`src/rtl/ceespu_pkg.sv`:
```
// Shared encodings and defaults for the ceespu unified-memory arbiter.
package ceespu_pkg;
  localparam int DEF_ADDR_W = 16;
  localparam int DEF_DATA_W = 32;

  typedef enum logic {OWN_I = 1'b0, OWN_D = 1'b1} owner_e;
  typedef enum logic {ST_NORMAL = 1'b0, ST_FORCE_I = 1'b1} arbState_e;

  typedef struct packed {
    logic   valid;
    owner_e owner;
    logic   killed;
  } retTag_t;
endpackage

```
`src/rtl/ceespu_mem_retpipe.sv`:
```
// Return-tag shift register: follows each read for READ_LATENCY cycles so the
// returning word can be steered to its requester; a flush kills fetch tags.
module ceespu_mem_retpipe import ceespu_pkg::*; #(
  parameter int READ_LATENCY = 1
) (
  input  logic    clk,
  input  logic    rst,
  input  logic    load,
  input  owner_e  tagOwner,
  input  logic    flush,
  output retTag_t tail
);
  retTag_t pipe [READ_LATENCY];

  always_ff @(posedge clk) begin
    if (rst) begin
      for (int k = 0; k < READ_LATENCY; k++) pipe[k] <= '0;
    end else begin
      // A fetch issued in the flush cycle belongs to the new path: never killed.
      pipe[0] <= '{valid: load, owner: tagOwner, killed: 1'b0};
      for (int k = 1; k < READ_LATENCY; k++) begin
        pipe[k] <= pipe[k-1];
        if (flush && pipe[k-1].owner == OWN_I) pipe[k].killed <= 1'b1;
      end
    end
  end

  assign tail = pipe[READ_LATENCY-1];
endmodule

```
`src/rtl/ceespu_mem_arbiter.sv`:
```
// Arbitrates fetch (I) and load/store (D) onto one single-port synchronous RAM
// and routes read returns back to whichever side issued them.
module ceespu_mem_arbiter import ceespu_pkg::*; #(
  parameter int ADDR_W       = DEF_ADDR_W,
  parameter int DATA_W       = DEF_DATA_W,
  parameter int READ_LATENCY = 1,
  parameter int STARVE_LIMIT = 4
) (
  input  logic                I_clk,
  input  logic                I_rst,
  input  logic                I_ireq,
  input  logic [ADDR_W-1:0]   I_iaddr,
  input  logic                I_iflush,
  output logic                O_igrant,
  output logic                O_ivalid,
  output logic [DATA_W-1:0]   O_irdata,
  input  logic                I_dreq,
  input  logic [ADDR_W-1:0]   I_daddr,
  input  logic [DATA_W/8-1:0] I_dwe,
  input  logic [DATA_W-1:0]   I_dwdata,
  output logic                O_dgrant,
  output logic                O_dvalid,
  output logic [DATA_W-1:0]   O_drdata,
  output logic                O_memE,
  output logic [ADDR_W-1:0]   O_memAddress,
  output logic [DATA_W/8-1:0] O_memWe,
  output logic [DATA_W-1:0]   O_memWData,
  input  logic [DATA_W-1:0]   I_memData
);
  arbState_e         state, stateNext;
  logic [3:0]        starve, starveNext;
  logic [ADDR_W-1:0] addrQ;
  logic [DATA_W-1:0] wdataQ;
  retTag_t           tail;

  // D normally wins (older instruction); FORCE_I hands one slot to a waiting fetch.
  always_comb begin
    O_igrant = 1'b0;
    O_dgrant = 1'b0;
    if (!I_rst) begin
      O_dgrant = I_dreq && !(state == ST_FORCE_I && I_ireq);
      O_igrant = I_ireq && !O_dgrant;
    end
  end

  always_comb begin
    starveNext = starve;
    stateNext  = state;
    if (O_igrant || !I_ireq)               starveNext = '0;
    else if (O_dgrant && starve != 4'hF)   starveNext = starve + 4'd1;
    if (state == ST_NORMAL) begin
      if (STARVE_LIMIT != 0 && starveNext == 4'(STARVE_LIMIT)) stateNext = ST_FORCE_I;
    end else if (O_igrant || !I_ireq) begin
      stateNext = ST_NORMAL;
    end
  end

  always_ff @(posedge I_clk) begin
    if (I_rst) begin
      state  <= ST_NORMAL;
      starve <= '0;
      addrQ  <= '0;
      wdataQ <= '0;
    end else begin
      state  <= stateNext;
      starve <= starveNext;
      addrQ  <= O_memAddress;
      wdataQ <= O_memWData;
    end
  end

  // Idle cycles keep address/wdata stable to avoid needless RAM pin toggling.
  always_comb begin
    O_memE       = O_igrant || O_dgrant;
    O_memWe      = '0;
    O_memAddress = addrQ;
    O_memWData   = wdataQ;
    if (O_dgrant) begin
      O_memAddress = I_daddr;
      O_memWe      = I_dwe;
      O_memWData   = I_dwdata;
    end else if (O_igrant) begin
      O_memAddress = I_iaddr;
    end
  end

  ceespu_mem_retpipe #(.READ_LATENCY(READ_LATENCY)) uRetPipe (
    .clk      (I_clk),
    .rst      (I_rst),
    .load     (O_igrant || (O_dgrant && I_dwe == '0)),
    .tagOwner (O_dgrant ? OWN_D : OWN_I),
    .flush    (I_iflush),
    .tail     (tail)
  );

  assign O_ivalid = !I_rst && tail.valid && tail.owner == OWN_I && !tail.killed && !I_iflush;
  assign O_dvalid = !I_rst && tail.valid && tail.owner == OWN_D;
  assign O_irdata = O_ivalid ? I_memData : '0;
  assign O_drdata = O_dvalid ? I_memData : '0;
endmodule

```
`config.mk`:
```
export PLATFORM = sky130hd
export DESIGN_NAME = ceespu_mem_arbiter
export DESIGN_NICKNAME = d
export VERILOG_FILES = /design/src/rtl/ceespu_pkg.sv /design/src/rtl/ceespu_mem_retpipe.sv /design/src/rtl/ceespu_mem_arbiter.sv
export SDC_FILE = /design/constraint.sdc
export NUM_CORES = 1
export LEC_CHECK = 0
export BUFFER_PORTS_ARGS = -buffer_cell sky130_fd_sc_hd__buf_4
export CORE_ASPECT_RATIO = 0.5
export CORE_MARGIN = 8
export CORE_UTILIZATION = 43
export DETAILED_ROUTE_END_ITERATION = 6
export PLACE_DENSITY = 0.85
export SYNTH_ARGS = -nofsm -noshare
export SYNTH_HDL_FRONTEND = slang
export SYNTH_SLANG_ARGS = --single-unit
```
`constraint.sdc`:
```
create_clock -name I_clk -period 3.22 [get_ports I_clk]
set_input_delay 0.161 -clock I_clk [delete_from_list [all_inputs] [get_ports I_clk]]
set_output_delay 0.161 -clock I_clk [all_outputs]
set_load 0.1 [all_outputs]
```
==> results.py <==
metrics = {
    "global_route": {
        "gr-total-overflow": 0,
        "antenna_found_initial": 0,
        "grtUsageTotal_pct": 18.9,
        "grt_max_degree": 53,
        "grt_pass1_wl_mm": 15.2,
        "grt_pass1_vias": 3001,
    },
    "critical_path": {
        "critPathKind": "input pin to output pin",
        "end_kind": "output pin",
        "worstPathCellList": "buf_4 -> nor2b_1 -> nand2_8 -> inv_2 -> nand2_1 -> nand2_1 -> buf_4",
        "cp_num_buf_inv": 3,
        "start_kind": "input pin",
        "cp_top_family": "simple AND/OR/NAND/NOR gates",
        "crit_slowest_cell": "nor2b_1",
        "required_ps": 3060,
        "crit_arrival_ps": 2480,
        "crit_path_max_fanout": 52,
        "cp.depth": 7,
        "reg2regPathDepth": 5,
        "slowest_delay_ps": 600,
    },
    "die": {
        "die_area_um2": 9910,
        "ios": 226,
        "fp.dieH_um": 74.5,
        "initial_utilization_pct": 44.3,
        "core_area_um2": 6650,
        "fp-row-count": 21,
        "die_x_um": 133,
    },
    "clocking": {
        "clock_path_buffers": 2,
        "clk_pin_slew_ps": 70,
        "cts_setup_buffers": 0,
        "clock_sinks": 55,
        "clk_latency_ps": 290,
        "htreeDepth": 2,
        "ctsHoldBuffers": 0,
        "cts_root_buf": "clkbuf_16",
        "post_cts_resized": 0,
        "cts_tree": "yes",
        "cts_buffers": 5,
    },
    "logic_synthesis": {
        "ys_ff_latch": 55,
        "yosys-top-cells-area": "dfxtp_1 37%, mux2_4 15%, and2_1 14%",
        "yosysMostFrequentCell": "and2_1",
        "avgSynthCellArea_um2": 9.65,
        "synth_cell_types": 33,
        "ys_async_sr_fraction_pct": 0,
        "ys_seq_area_share_pct": 37.4,
        "syn_inst": 305,
        "syn_nets": 411,
        "yosys.area.top_type": "dfxtp_1",
        "ys_warn_count": 0,
        "synth_top_area_share_pct": 37.4,
        "synth_enable_flop_cells": 0,
        "netlist_top_cells_count": "64 x and2_1, 55 x dfxtp_1, 35 x nor2b_1",
        "synth_area_um2": 2940,
        "synth_ff_type": "dfxtp_1",
    },
    "sta": {
        "fin_crit_ps": 2640,
        "hold_violations": 0,
        "setup-violations-final": 0,
        "maxSlewHeadroom_pct": 37.3,
        "drv_slew": 0,
        "skew_ps": 4.05,
        "tns_ps": 0,
        "max_freq_mhz": 379,
        "worst_pin_slew_ps": 940,
        "rsz0062_at_grt": "false",
        "min_period_over_period_pct": 81.9,
    },
    "run": {
        "cap_violations": 0,
    },
    "layout": {
        "fin_area_um2": 4830,
        "drive_gt1_share_pct": 53.8,
        "syn_to_final_growth_pct": 64.1,
        "diodes": 0,
        "fin_nets": 624,
    },
    "power": {
        "p_leak_nw": 2.53,
        "ir_drop_v": 0.000341,
        "power_density_nw_per_um2": 458,
    },
    "route": {
        "vias": 2875,
        "wire_per_inst_um": 16.4,
        "wl_mm": 10.0,
        "ant_nets": 0,
        "drcViolationCount": 0,
        "first_iter_violations": 124,
        "vias_per_cell": 4.71,
        "first_pass_iters": 4,
    },
    "worst_hold_path": {
        "min_path_type": "input pin to flop",
        "min_path_cells": 3,
    },
    "outcome": {
        "status": "completed",
    },
    "placement": {
        "finalWeightedCongestion": 0.809,
        "port_buffers": 225,
        "dpl_cell_area_um2": 4650,
        "hpwl_mm": 7.93,
    },
}
[per-stage QoR]
step / hold slack, ps / utilization (%) / cells / worst slack (ps) / power, mW
floorplan: 320 / - / 305 / 507 / 1.38
global placement: 449 / 70.0 / 603 / 690 / 1.60
detailed placement: 445 / 70.0 / 603 / 606 / 1.60
CTS: 143 / 72.7 / 611 / 596 / 2.23
global route: 151 / 72.7 / 611 / 382 / 2.29
finish: 145 / 72.7 / 611 / 583 / 2.21
[final cells by class]
| type | instances | area (um2) |
|---|---|---|
| Sequential cell | 55 | 1100 |
| Inverter | 4 | 15.0 |
| Multi-Input combinational cell | 225 | 1720 |
| Clock inverter | 3 | 55.1 |
| Fill cell | 505 | 1820 |
| Clock buffer | 5 | 125 |
| Tap cell | 92 | 115 |
| Timing Repair Buffer | 227 | 1700 |
[power by group]
group          switching, mW  internal (mW)  leakage, nW
registers             0.0128          0.716        0.451
logic                  0.608          0.249         1.99
clock network          0.253          0.375       0.0868
total                  0.873           1.34         2.53
[cells by family (layout without fill, tap and decap cells)]
logic type,Yosys count,count (layout),synth area share [%]
AO/OA/AOI/OAI,37,37,10.5
adder cells (fa/ha/maj),1,1,0.425
XOR/XNOR,1,1,0.298
multiplexers,34,34,16.7
AND/OR/NAND/NOR,152,152,30.0
buffers and inverters,25,239,4.59
flip-flops,55,55,37.4
[worst min-delay path: cells and delay by family]
kind                   cells  cell delay, ps
and+or+nand+nor            1              50
AOI/OAI and AO/OA          1             110
buffers and inverters      1              80
[cell usage in the layout, fill, tap and decap left out, types with 3 or more instances in the layout]
master / synthesis / layout
inv_1: 3 / 3
clkbuf_16: 0 / 5
nand3_1: 3 / 3
nor2_1: 3 / 3
nor2b_1: 35 / 35
mux2_4: 30 / 30
and2_1: 64 / 64
nand2_1: 34 / 34
a21oi_1: 16 / 16
and3_1: 5 / 5
buf_4: 4 / 227
o221ai_1: 9 / 9
o221ai_2: 7 / 7
dfxtp_1: 55 / 55
[path summary, 6_finish.rpt]
check                       startpoint              endpoint  slack (ps)
setup / recovery                 I_rst       O_memAddress[7]         580
hold / removal              I_daddr[4]   addrQ[4]$_SDFF_PP0_         150
setup reg to reg      state$_SDFF_PP0_      state$_SDFF_PP0_        1290
hold reg to reg   starve[1]$_SDFF_PP0_  starve[1]$_SDFF_PP0_         580
[per-layer routing]
metal / part of all wire, % / GRT usage (%)
met1: 39 / 20.4
met2: 53 / 35.7
met3: 6.8 / 6.00
met4: 1.3 / 5.11
met5: 0 / 0
[flip-flops by register name, indices dropped and copies added (netlist names)]
signal and flops:
addrQ 16, uRetPipe.pipe 2, starve 4, wdataQ 32
state 1
Note: power is estimated with default switching activity, not from simulation.
